<file path="config.mk">
export PLATFORM = sky130hd
export DESIGN_NAME = poly_nco
export DESIGN_NICKNAME = d
export VERILOG_FILES = /design/src/rtl/poly_nco_pkg.sv /design/src/rtl/nco_voice_step.sv /design/src/rtl/poly_nco.sv
export SDC_FILE = /design/constraint.sdc
export NUM_CORES = 1
export LEC_CHECK = 0
export CORE_MARGIN = 1
export CORE_UTILIZATION = 57
export DETAILED_ROUTE_END_ITERATION = 10
export DONT_BUFFER_PORTS = 1
export PLACE_DENSITY = 0.74
export SYNTH_ARGS = -nofsm -noshare
export SYNTH_HDL_FRONTEND = slang
export SYNTH_HIERARCHICAL = 1
export SYNTH_SLANG_ARGS = --single-unit
</file>
<file path="constraint.sdc">
create_clock -name sys_clk -period 4 [get_ports sys_clk]
set_input_delay 0.8 -clock sys_clk [delete_from_list [all_inputs] [get_ports sys_clk]]
set_output_delay 0.8 -clock sys_clk [all_outputs]
set_load 0.1 [all_outputs]
</file>
<file path="src/rtl/poly_nco_pkg.sv">
// Shared constants and helpers for the polyphonic NCO.
// Build option: POLY_NCO_PHASE_RST_EN (note-on phase reset) is handled in nco_voice_step / poly_nco.
package poly_nco_pkg;

   localparam int DEF_D_W      = 16;
   localparam int DEF_ADDR_W   = 8;
   localparam int DEF_N_VOICES = 4;

   // Voice index width; a single voice still needs one bit to carry an index.
   function automatic int vidx_w(input int n);
      return (n <= 1) ? 1 : $clog2(n);
   endfunction

endpackage

</file>
<file path="src/rtl/nco_voice_step.sv">
// Combinational next-state of one voice: divider counter, buffered divider, address, step flag.
// Build option POLY_NCO_PHASE_RST_EN adds the gate_q port and note-on phase reset.
module nco_voice_step
   import poly_nco_pkg::*;
#(
   parameter int D_W    = DEF_D_W,
   parameter int ADDR_W = DEF_ADDR_W
) (
   input  logic              gate,
`ifdef POLY_NCO_PHASE_RST_EN
   input  logic              gate_q,
`endif
   input  logic [D_W-1:0]    div,
   input  logic [D_W-1:0]    ctr,
   input  logic [D_W-1:0]    bdiv,
   input  logic [ADDR_W-1:0] addr,
   output logic [D_W-1:0]    ctr_nxt,
   output logic [D_W-1:0]    bdiv_nxt,
   output logic [ADDR_W-1:0] addr_nxt,
   output logic              step
);

   always_comb begin
      ctr_nxt  = ctr;
      bdiv_nxt = bdiv;
      addr_nxt = addr;
      step     = 1'b0;
`ifdef POLY_NCO_PHASE_RST_EN
      if (gate && !gate_q) begin
         ctr_nxt  = '0;
         bdiv_nxt = div;
         addr_nxt = '0;
      end else
`endif
      // The divider is only sampled while idle or at a wrap, so a running period never changes pitch.
      if (!gate) begin
         ctr_nxt  = '0;
         bdiv_nxt = div;
      end else if (ctr >= bdiv) begin
         ctr_nxt  = '0;
         bdiv_nxt = div;
         addr_nxt = addr + 1'b1;
         step     = 1'b1;
      end else begin
         ctr_nxt = ctr + 1'b1;
      end
   end

endmodule

</file>
<file path="src/rtl/poly_nco.sv">
// Polyphonic wavetable-address NCO: voices are serviced one per clock by a shared step unit.
// Build option POLY_NCO_PHASE_RST_EN restarts a voice at address 0 on each note-on.
module poly_nco
   import poly_nco_pkg::*;
#(
   parameter int  D_W      = DEF_D_W,
   parameter int  ADDR_W   = DEF_ADDR_W,
   parameter int  N_VOICES = DEF_N_VOICES,
   localparam int VIDX_W   = vidx_w(N_VOICES)
) (
   input  logic                       sys_clk,
   input  logic                       sys_rst,
   input  logic [N_VOICES-1:0]        voice_gate,
   input  logic [N_VOICES*D_W-1:0]    nco_div,
   output logic [N_VOICES*ADDR_W-1:0] voice_addr,
   output logic                       step_valid,
   output logic [VIDX_W-1:0]          step_voice,
   output logic [ADDR_W-1:0]          step_addr
);

   logic [VIDX_W-1:0] slot;
   logic [D_W-1:0]    ctr  [N_VOICES];
   logic [D_W-1:0]    bdiv [N_VOICES];
   logic [ADDR_W-1:0] addr [N_VOICES];
   logic [D_W-1:0]    div_arr [N_VOICES];
`ifdef POLY_NCO_PHASE_RST_EN
   logic [N_VOICES-1:0] gate_q;
`endif

   logic [D_W-1:0]    ctr_nxt;
   logic [D_W-1:0]    bdiv_nxt;
   logic [ADDR_W-1:0] addr_nxt;
   logic              step;

   for (genvar v = 0; v < N_VOICES; v++) begin : g_unpack
      assign div_arr[v]                       = nco_div[v*D_W +: D_W];
      assign voice_addr[v*ADDR_W +: ADDR_W]   = addr[v];
   end

   nco_voice_step #(
      .D_W    (D_W),
      .ADDR_W (ADDR_W)
   ) u_step (
      .gate     (voice_gate[slot]),
`ifdef POLY_NCO_PHASE_RST_EN
      .gate_q   (gate_q[slot]),
`endif
      .div      (div_arr[slot]),
      .ctr      (ctr[slot]),
      .bdiv     (bdiv[slot]),
      .addr     (addr[slot]),
      .ctr_nxt  (ctr_nxt),
      .bdiv_nxt (bdiv_nxt),
      .addr_nxt (addr_nxt),
      .step     (step)
   );

   always_ff @(posedge sys_clk) begin
      if (sys_rst) begin
         slot       <= '0;
         step_valid <= 1'b0;
         step_voice <= '0;
         step_addr  <= '0;
         for (int v = 0; v < N_VOICES; v++) begin
            ctr[v]  <= '0;
            bdiv[v] <= '0;
            addr[v] <= '0;
         end
`ifdef POLY_NCO_PHASE_RST_EN
         gate_q <= '0;
`endif
      end else begin
         slot       <= (slot == VIDX_W'(N_VOICES - 1)) ? '0 : slot + 1'b1;
         ctr[slot]  <= ctr_nxt;
         bdiv[slot] <= bdiv_nxt;
         addr[slot] <= addr_nxt;
         step_valid <= step;
         // Index and address are held between events so a consumer can read them late.
         if (step) begin
            step_voice <= slot;
            step_addr  <= addr_nxt;
         end
`ifdef POLY_NCO_PHASE_RST_EN
         gate_q[slot] <= voice_gate[slot];
`endif
      end
   end

endmodule

</file>
After elaboration in Yosys (flattened, before gate mapping)
Memory sizes are Yosys's and may differ from the RTL's. A register that Yosys moved wholly into a read port is not among the register bits.
Index checks and enable logic that the tools add are counted.
{"block": "word_totals", "regBits": 13, "n_memories": 3, "mem_bits_rw": 160, "inputBits": 70, "word_cells": 47, "output_inout_bits": 43}
{"memory": "bdiv", "words": 4, "width": 16, "read_ports": 1, "rd_clocked_by_memory_dff": 1, "wr": 4, "line": "poly_nco.sv:23", "text": "logic [D_W-1:0] bdiv [N_VOICES];"}
{"memory": "ctr", "words": 4, "width": 16, "read_ports": 1, "rd_clocked_by_memory_dff": 1, "wr": 4, "line": "poly_nco.sv:22", "text": "logic [D_W-1:0] ctr [N_VOICES];"}
{"memory": "addr", "words": 4, "width": 8, "read_ports": 5, "rd_clocked_by_memory_dff": 1, "wr": 4, "line": "poly_nco.sv:24", "text": "logic [ADDR_W-1:0] addr [N_VOICES];"}
{"block": "classes", "n_bitwise": 1, "n_mux": 28, "reduce_logical": 4, "n_eq_ne": 1, "n_lt_le_gt_ge": 3, "addsub": 3}
{"operator": "two-way mux 16 bit", "n": 8}
{"operator": "binary-select mux 16 bit (select 2 bit)", "n": 1}
{"operator": "OR reduction 16 bit", "n": 2}
{"operator": "two-way mux 8 bit", "n": 3}
{"operator": "adder 16 x 1 -> 16 bit, second input constant", "n": 1}
{"operator": ">= comparator 16 bit", "n": 1}
{"operator": "two-way mux 2 bit", "n": 6}
{"operator": "two-way mux 1 bit", "n": 9}
{"operator": "adder 8 x 1 -> 8 bit, second input constant", "n": 1}
{"operator": "OR reduction 8 bit", "n": 1}
{"operator": ">= comparator 3 bit, second input constant", "n": 1}
{"operator": "< comparator 2 x 3 -> 1 bit, second input constant", "n": 1}
{"operator": "NOT 2 -> 3 bit", "n": 1}
{"operator": "adder 2 x 1 -> 2 bit, second input constant", "n": 1}
{"operator": "binary-select mux 1 bit (select 2 bit)", "n": 1}
{"operator": "equality test 2 bit, second input constant", "n": 1}
{"operator": "OR reduction 2 bit", "n": 1}

Logic depth before layout (Yosys ltp)
Gate-level depths: netlist (run 1).
{"block": "depth", "depth_word": 7, "mapped_depth": 15, "mapped_depth_nobuf": 11}

By module
Netlist (run 1), hierarchy kept.
{"module": "poly_nco", "cells_per_inst": 493, "instances": 1, "seq_area_each_um2": 5064.9, "area_each_um2": 7677.4}
{"module": "nco_voice_step", "cells_per_inst": 148, "instances": 1, "seq_area_each_um2": 0.0, "area_each_um2": 1124.8}

Worst setup path before layout (run 1)
OpenSTA, ideal clock, no wires.
{"block": "synth_path", "path_type": "register to register", "startpoint": "register slot[0]", "endpoint": "memory bdiv[0][10] in the netlist's numbering, data pin", "slack_ps": 546, "stages_incl_launch_ff": 14, "setup_time_ps": 256, "synth_period_minus_slack_ps": 3454, "t_required_ps": 3744, "arrival_ps": 3198, "path_buffers": 3, "path_cell_list": "dfxtp_1 -> buf_6 -> buf_6 -> mux4_2 -> ha_1 -> a21o_1 -> a21o_1 -> a2111oi_2 -> and3_1 -> nand2_2 -> buf_6 -> mux2_4 -> nand2b_1 -> nor2_1"}
{"item": "from (decl)", "line": "poly_nco.sv:21", "text": "logic [VIDX_W-1:0] slot;"}
{"item": "from (signal assigned)", "line": "poly_nco.sv:73", "text": "slot <= (slot == VIDX_W'(N_VOICES - 1)) ? '0 : slot + 1'b1;"}
{"item": "to (decl)", "line": "poly_nco.sv:23"}

==> flow_summary.yaml, run 1 <==
status:
  status: "completed"
synthesis:
  synth_area_per_cell_um2: 13.7
  synth_area_leaders: "edfxtp_1 55%, mux4_2 15%, nor2_1 5.8%"
  ys_seq_area_share_pct: 57.5
  async_flop_share_pct: 0
  yosys.cell_types.count: 34
  syn_area_um2: 8800
  ys_warn_count: 6
  netlist.area_leader.share_pct: 54.6
  ys_ff_latch: 173
  synthCells: 641
  ys.flop_type: "edfxtp_1"
  synth_edf_count: 160
  yosys.area.top_type: "edfxtp_1"
  synth_fp_nets: 730
timing:
  rsz0062_at_grt: "false"
  max_freq_mhz: 262
  fin_crit_sh_pct: 95.3
  setup_tns_ns: 0
  fin_crit_ns: 3.81
  drv_slew: 0
  hold_viol: 0
  worst-slew-pin-transition_ns: 0.999
  skew_ns: 0.00749
  setup_viol: 0
  slew_headroom_pct: 33.3
clock_network:
  clock-sinks: 173
  postCtsHoldBufs: 0
  htreeDepth: 4
  clock_latency_ns: 0.43
  numCtsBuffers: 17
  cts.clk_slew.worst_paths_ns: 0.06
  cts_root_buf: "clkbuf_16"
  cts_tree: "done"
  clockBufferDepth: 2
final_layout:
  fill_cells: 1098
  fin_area_um2: 9880
  areaGrowthSynthToFinish_pct: 12.2
  drive_above_1_share_pct: 23.7
  ff_latch_area_um2: 5070
  multi_input_area_um2: 3290
  nets: 764
power:
  irDropWorstVdd_uv: 382
  p_leak_nw: 3.92
  power.density_nw_per_um2: 619
setup_path:
  worstPathRequired_ns: 4.16
  cp-start-kind: "flop"
  crit_path_end_kind: "flop"
  cp.arrival_ns: 3.97
  r2r_cells: 13
  crit_type: "flop to flop"
  worstPathMaxFanout: 22
placement:
  hpwl_um: 12200
  gp_congestion: 0.864
  dpl-instance-area_um2: 9170
  io_buffer_count: 0
floorplan:
  rows: 45
  initial_core_util_pct: 58.1
  dieHeight_um: 126
  die_w_um: 126
  die_area_um2: 15900
  io_pins: 113
  core_um2: 15100
worst_hold_path:
  hold_path.class: "input port to flop"
  worstHoldPathCells: 1
routing:
  drc: 0
  vias: 5301
  routedWlPerCell_um: 22.0
  ant_nets: 0
  drt-initial-drc-count: 432
  vias_per_cell: 6.04
  wirelength_um: 19300
  drt-pass1-iter-count: 6
global_routing:
  antenna_found_initial: 1
  grt_pass1_vias: 5514
  grt_usage_pct: 25.2
  grt_pass1_wl_um: 29500
  gr-total-overflow: 0
  grt_max_degree: 65
job:
  maxCapViolCount: 0
worst max-delay path: stages, from the launching register on:
cell	delay, ns
dfxtp_4	0.45
buf_12	0.23
buf_4	0.27
mux4_2	0.55
inv_1	0.07
ha_1	0.22
a2111oi_0	0.41
nand3b_1	0.22
and3_1	0.20
nand2_2	0.16
buf_12	0.21
mux2_4	0.30
nand2b_1	0.15
nor2_1	0.07
logic make-up (layout without fill, tap and decap cells):
kind of cell               after synthesis  after routing  synth area share, %
AOI/OAI and AO/OA                       13             13                 1.07
buffers and inverters                   91            138                 5.19
other                                    0              1                    0
xor gates and xnor gates                21             21                 2.09
and+or+nand+nor                        240            240                 12.9
adders and majority gates               19             19                 2.70
DFF                                    173            173                 57.5
muxes                                   84             84                 18.5
routing by layer:
| metal | vias to the layer above | part of all wire (%) | global-route usage (%) |
|---|---|---|---|
| met5 | - | 0 | 0 |
| met4 | 0 | 1.8 | 9.36 |
| met3 | 31 | 7.8 | 7.35 |
| met2 | 219 | 52 | 43.5 |
| met1 | 2671 | 39 | 29.9 |
| li1 | 2380 | - | - |
state kept, by name, summed over array words and instances, names as in the netlist:
register	flops
addr	32
bdiv	64
ctr	64
slot	2
step_addr	8
step_valid	1
step_voice	2
power by group:
part | internal, W | switching [W] | leakage, nW | total, W
Sequential | 0.00229 | 0.000304 | 1.81 | 0.00260
Clock | 0.00111 | 0.000649 | 0.305 | 0.00176
Combinational | 0.000682 | 0.00107 | 1.80 | 0.00175
Total | 0.00409 | 0.00202 | 3.92 | 0.00611
metrics by stage:
stage	utilization [%]	power (W)	setup slack (ns)	hold slack [ns]	cells
6_report	65.2	0.00611	0.186	0.440	877
5_1_grt	65.2	0.00635	0.0286	0.411	877
4_1_cts	64.7	0.00612	0.100	0.417	866
3_5_place_dp	60.5	0.00436	0.127	0.880	834
3_3_place_gp	60.5	0.00430	0.231	0.878	834
2_1_floorplan	-	0.00396	0.546	0.599	641
Yosys cell counts, types with 10 or more instances:
library cell and n:
xor2_1 11, xnor2_1 10, nor2_1 136, inv_1 53, dfxtp_1 13, edfxtp_1 160
mux2_4 14, nand2b_1 42, buf_2 20, buf_6 12, and3_1 13, ha_1 19
mux4_2 57, mux2i_1 10
final cells by class:
type | instances | area share (%)
inverters | 53 | 2.01
clock buffers | 26 | 5.06
clock inverters | 6 | 1.34
well taps | 188 | 2.38
flip-flops and latches | 173 | 51.3
multi-input cells | 377 | 33.3
repair buffers | 53 | 4.54
diodes | 1 | 0.0253
cell usage in the layout (no fill, tap or decap), types with 11 or more instances in the layout:
cell type    n
edfxtp_1   160
nor2_1     136
mux4_2      57
inv_1       53
buf_4       49
nand2b_1    39
ha_1        19
clkbuf_16   17
mux2_4      14
and3_1      13
dfxtp_1     11
xor2_1      11
repair_timing:
item / 4_1_cts / 5_1_grt
buffers inserted: 0 / 10
resized for setup: 0 / 0
setup endpoints to repair: 0 / 73
worst paths after layout:
kind,start,endpoint,slack [ns]
max,slot[0],bdiv[1][4],0.19
min,sys_rst,step_addr[6],0.44
max reg2reg,slot[0],bdiv[1][4],0.19
min reg2reg,bdiv[0][1],bdiv[3][1],0.96
(Power assumes the default switching activity.)
==> run 2: changes to the inputs <==
ABC_AREA = 1   (was not set)
==> run 2 against run 1 <==
Net effect: global-route usage increased by 2.0 points; critical path depth increased by 5; fmax increased by 14%; final area increased by 13%; sequential cell count unchanged; wire length increased by 27%; sequential share of layout area decreased by 5.9 points; critical endpoint is now step_addr[1].
==> flow_summary.yaml, run 2 <==
status:
  status: "completed"
global_routing:
  gr-total-overflow: 0
  use_met1_pct: 33.5
  top_usage_layer: "met2"
  grt_pass1_wl_um: 37800
  grt_max_degree: 120
  grt_pass1_vias: 7713
  use_met2_pct: 46.7
  grt_usage_pct: 27.2
  gr-usage-met3_pct: 5.41
  antenna_found_initial: 0
power:
  combPwrFrac_pct: 33.3
  p_leak_nw: 5.61
  cellInternalPower_w: 0.00391
  clockPowerShare_pct: 25.9
  p_sw_w: 0.00271
  seqPwrFrac_pct: 40.7
  p_sw_share_pct: 41.0
  power.density_nw_per_um2: 594
  finalPower_w: 0.00662
  irDropWorstVdd_uv: 601
timing:
  skew_ns: 0.00792
  setup_tns_ns: 0
  max_freq_mhz: 300
  hold_viol: 0
  drv_slew: 0
  fin_crit_ns: 3.34
  setup_viol: 0
  fin_crit_sh_pct: 83.4
  rsz0062_at_grt: "false"
  slew_headroom_pct: 32.9
  worst-slew-pin-transition_ns: 1.01
setup_path:
  slowest_stage: "buf_12"
  path_buf_inv: 4
  cpPeakStageDelay_ns: 0.40
  cp.depth: 18
  path_common_cell: "nand2_1"
  crit_path_end_kind: "flop"
  worstPathRequired_ns: 4.32
  cp.arrival_ns: 3.66
  crit_type: "flop to flop"
  ff2ff_setup_slack_ns: 0.66
  worstPathMaxFanout: 119
  r2r_cells: 18
  cp-start-kind: "flop"
  path_cells: "buf_12 > nand2_1 > nand3_1 > nand2_1 > ha_1 > nand2_1 > inv_1 > nand2_1 > nor2_1 > nor2_1 > nand2_1 > nand2_2 > nand2_4 > nand2_1 > inv_1 > inv_1 > nor2_1 > nor2_1"
  cp_top_family: "simple AND/OR/NAND/NOR gates"
floorplan:
  io_pins: 113
  dieHeight_um: 136
  die_w_um: 136
  die_area_um2: 18600
  initial_core_util_pct: 58.8
  core_um2: 17500
  rows: 48
synthesis:
  synth-xor-area-share_pct: 0.597
  synth_compound_area_share_pct: 1.33
  ys_warn_count: 6
  yosys.area_share.simple_pct: 31.1
  syn_area_um2: 10300
  netlist.area_leader.share_pct: 46.8
  synth_edf_count: 160
  synth_fp_nets: 1460
  synth_area_leaders: "edfxtp_1 47%, nand2_1 15%, inv_1 11%"
  synth_area_per_cell_um2: 7.49
  synthCells: 1371
  yosys.area.top_type: "edfxtp_1"
  ys.flop_type: "edfxtp_1"
  synth_top_family_by_area: "simple AND/OR/NAND/NOR gates"
  ys_top_cells_by_count: "406 x nand2_1, 311 x inv_1, 201 x nor2_1, 160 x edfxtp_1, 126 x nand3_1"
  synth_fa_ha_area_share_pct: 2.31
  yosys.cell_types.count: 33
  synth_most_common_cell: "nand2_1"
  synthMuxAreaShare_pct: 0
  ys_seq_area_share_pct: 49.3
  ys_ff_latch: 173
  async_flop_share_pct: 0
routing:
  ant_nets: 0
  drt-pass1-iter-count: 5
  drt-initial-drc-count: 709
  drc: 0
  wirelength_um: 24500
  routedWlPerCell_um: 15.2
  vias_per_cell: 5.18
  vias: 8320
clock_network:
  clockBufferDepth: 2
  cts_setup_buffers: 0
  cts.clk_slew.worst_paths_ns: 0.06
  clock_latency_ns: 0.44
  clock-sinks: 173
  cts_tree: "done"
  htreeDepth: 4
  numCtsBuffers: 17
  post_cts_resized: 0
  postCtsHoldBufs: 0
  cts_root_buf: "clkbuf_16"
final_layout:
  final_common_cell: "nand2_1"
  n_antenna_cell: 0
  final_cell_mix: "403 x nand2_1, 311 x inv_1, 200 x nor2_1"
  drive_above_1_share_pct: 7.53
  top_regs: "bdiv x64, ctr x64, addr x32"
  areaGrowthSynthToFinish_pct: 8.56
  nets: 1458
  final_util_pct: 63.8
worst_hold_path:
  hold_path.class: "input port to flop"
  worstHoldPathCells: 1
placement:
  hpwl_um: 14900
  gp_congestion: 0.799
  io_buffer_count: 0
job:
  maxCapViolCount: 0
-- run 2: cell count changes in the layout (fill, tap and decap cells not counted), moves of 8 or more --
cell	change
nor2_1	+64
nand2b_1	-39
and3_1	-12
o21ai_0	+10
mux2_4	-14
buf_4	-10
xor2_1	-8
mux2i_1	-10
mux4_2	-57
inv_1	+258
nor2_2	+11
nand3_1	+119
nand2_1	+394
-- run 2: worst register-to-register path, stage by stage, from the launching register on --
cell	delay, ns
dfxtp_4	0.36
buf_12	0.40
nand2_1	0.21
nand3_1	0.10
nand2_1	0.20
ha_1	0.38
nand2_1	0.06
inv_1	0.06
nand2_1	0.07
nor2_1	0.11
nor2_1	0.05
nand2_1	0.09
nand2_2	0.10
nand2_4	0.18
nand2_1	0.11
inv_1	0.27
inv_1	0.25
nor2_1	0.16
nor2_1	0.07
-- run 2: final cells by class --
| type | count | area [µm²] |
|---|---|---|
| multi-input cells | 820 | 3640 |
| flip-flops and latches | 173 | 5070 |
| fillers | 1482 | 6320 |
| inverters | 314 | 1180 |
| well taps | 225 | 282 |
| clock inverters | 12 | 170 |
| clock buffers | 20 | 437 |
| repair buffers | 43 | 373 |
-- run 2: worst paths after layout --
check,to,start
worst max register to register,step_addr[1],slot[0]
worst max-delay path,step_addr[1],slot[0]
worst min register to register,step_voice[1],slot[1]
worst min-delay path,step_valid,sys_rst
-- run 2: logic make-up (layout without fill, tap and decap cells) --
group,count (synthesis),count (layout)
xor gates and xnor gates,7,7
buffers and inverters,378,389
DFF,173,173
and+or+nand+nor,770,770
adders and majority gates,19,19
AOI/OAI and AO/OA,24,24
-- run 2: through the flow --
| step | hold WS, ns | area (µm²) | worst slack, ns | cells |
|---|---|---|---|---|
| 3_5_place_dp | 0.784 | 10500 | 0.734 | 1575 |
| 5_1_grt | 0.417 | 11200 | 0.356 | 1607 |
| 6_report | 0.427 | 11200 | 0.663 | 1607 |
| 3_3_place_gp | 0.773 | 10500 | 0.843 | 1575 |
| 4_1_cts | 0.420 | 11200 | 0.725 | 1607 |
| 2_1_floorplan | 0.549 | 10300 | 0.829 | 1371 |
-- run 2: power groups by stage --
| stage | Clock [W] | Sequential [W] | Combinational (W) |
|---|---|---|---|
| floorplan | 0 | 0.00301 | 0.00145 |
| global placement | 0 | 0.00272 | 0.00214 |
| detailed placement | 0 | 0.00273 | 0.00218 |
| CTS | 0.00173 | 0.00270 | 0.00219 |
| global route | 0.00179 | 0.00272 | 0.00245 |
| finish | 0.00172 | 0.00270 | 0.00221 |
-- run 2: layer usage --
metal / wire (µm) / vias up
li1: - / 4116
met1: 10100 / 3863
met2: 12100 / 301
met3: 1760 / 40
met4: 518 / 0
met5: 0 / -
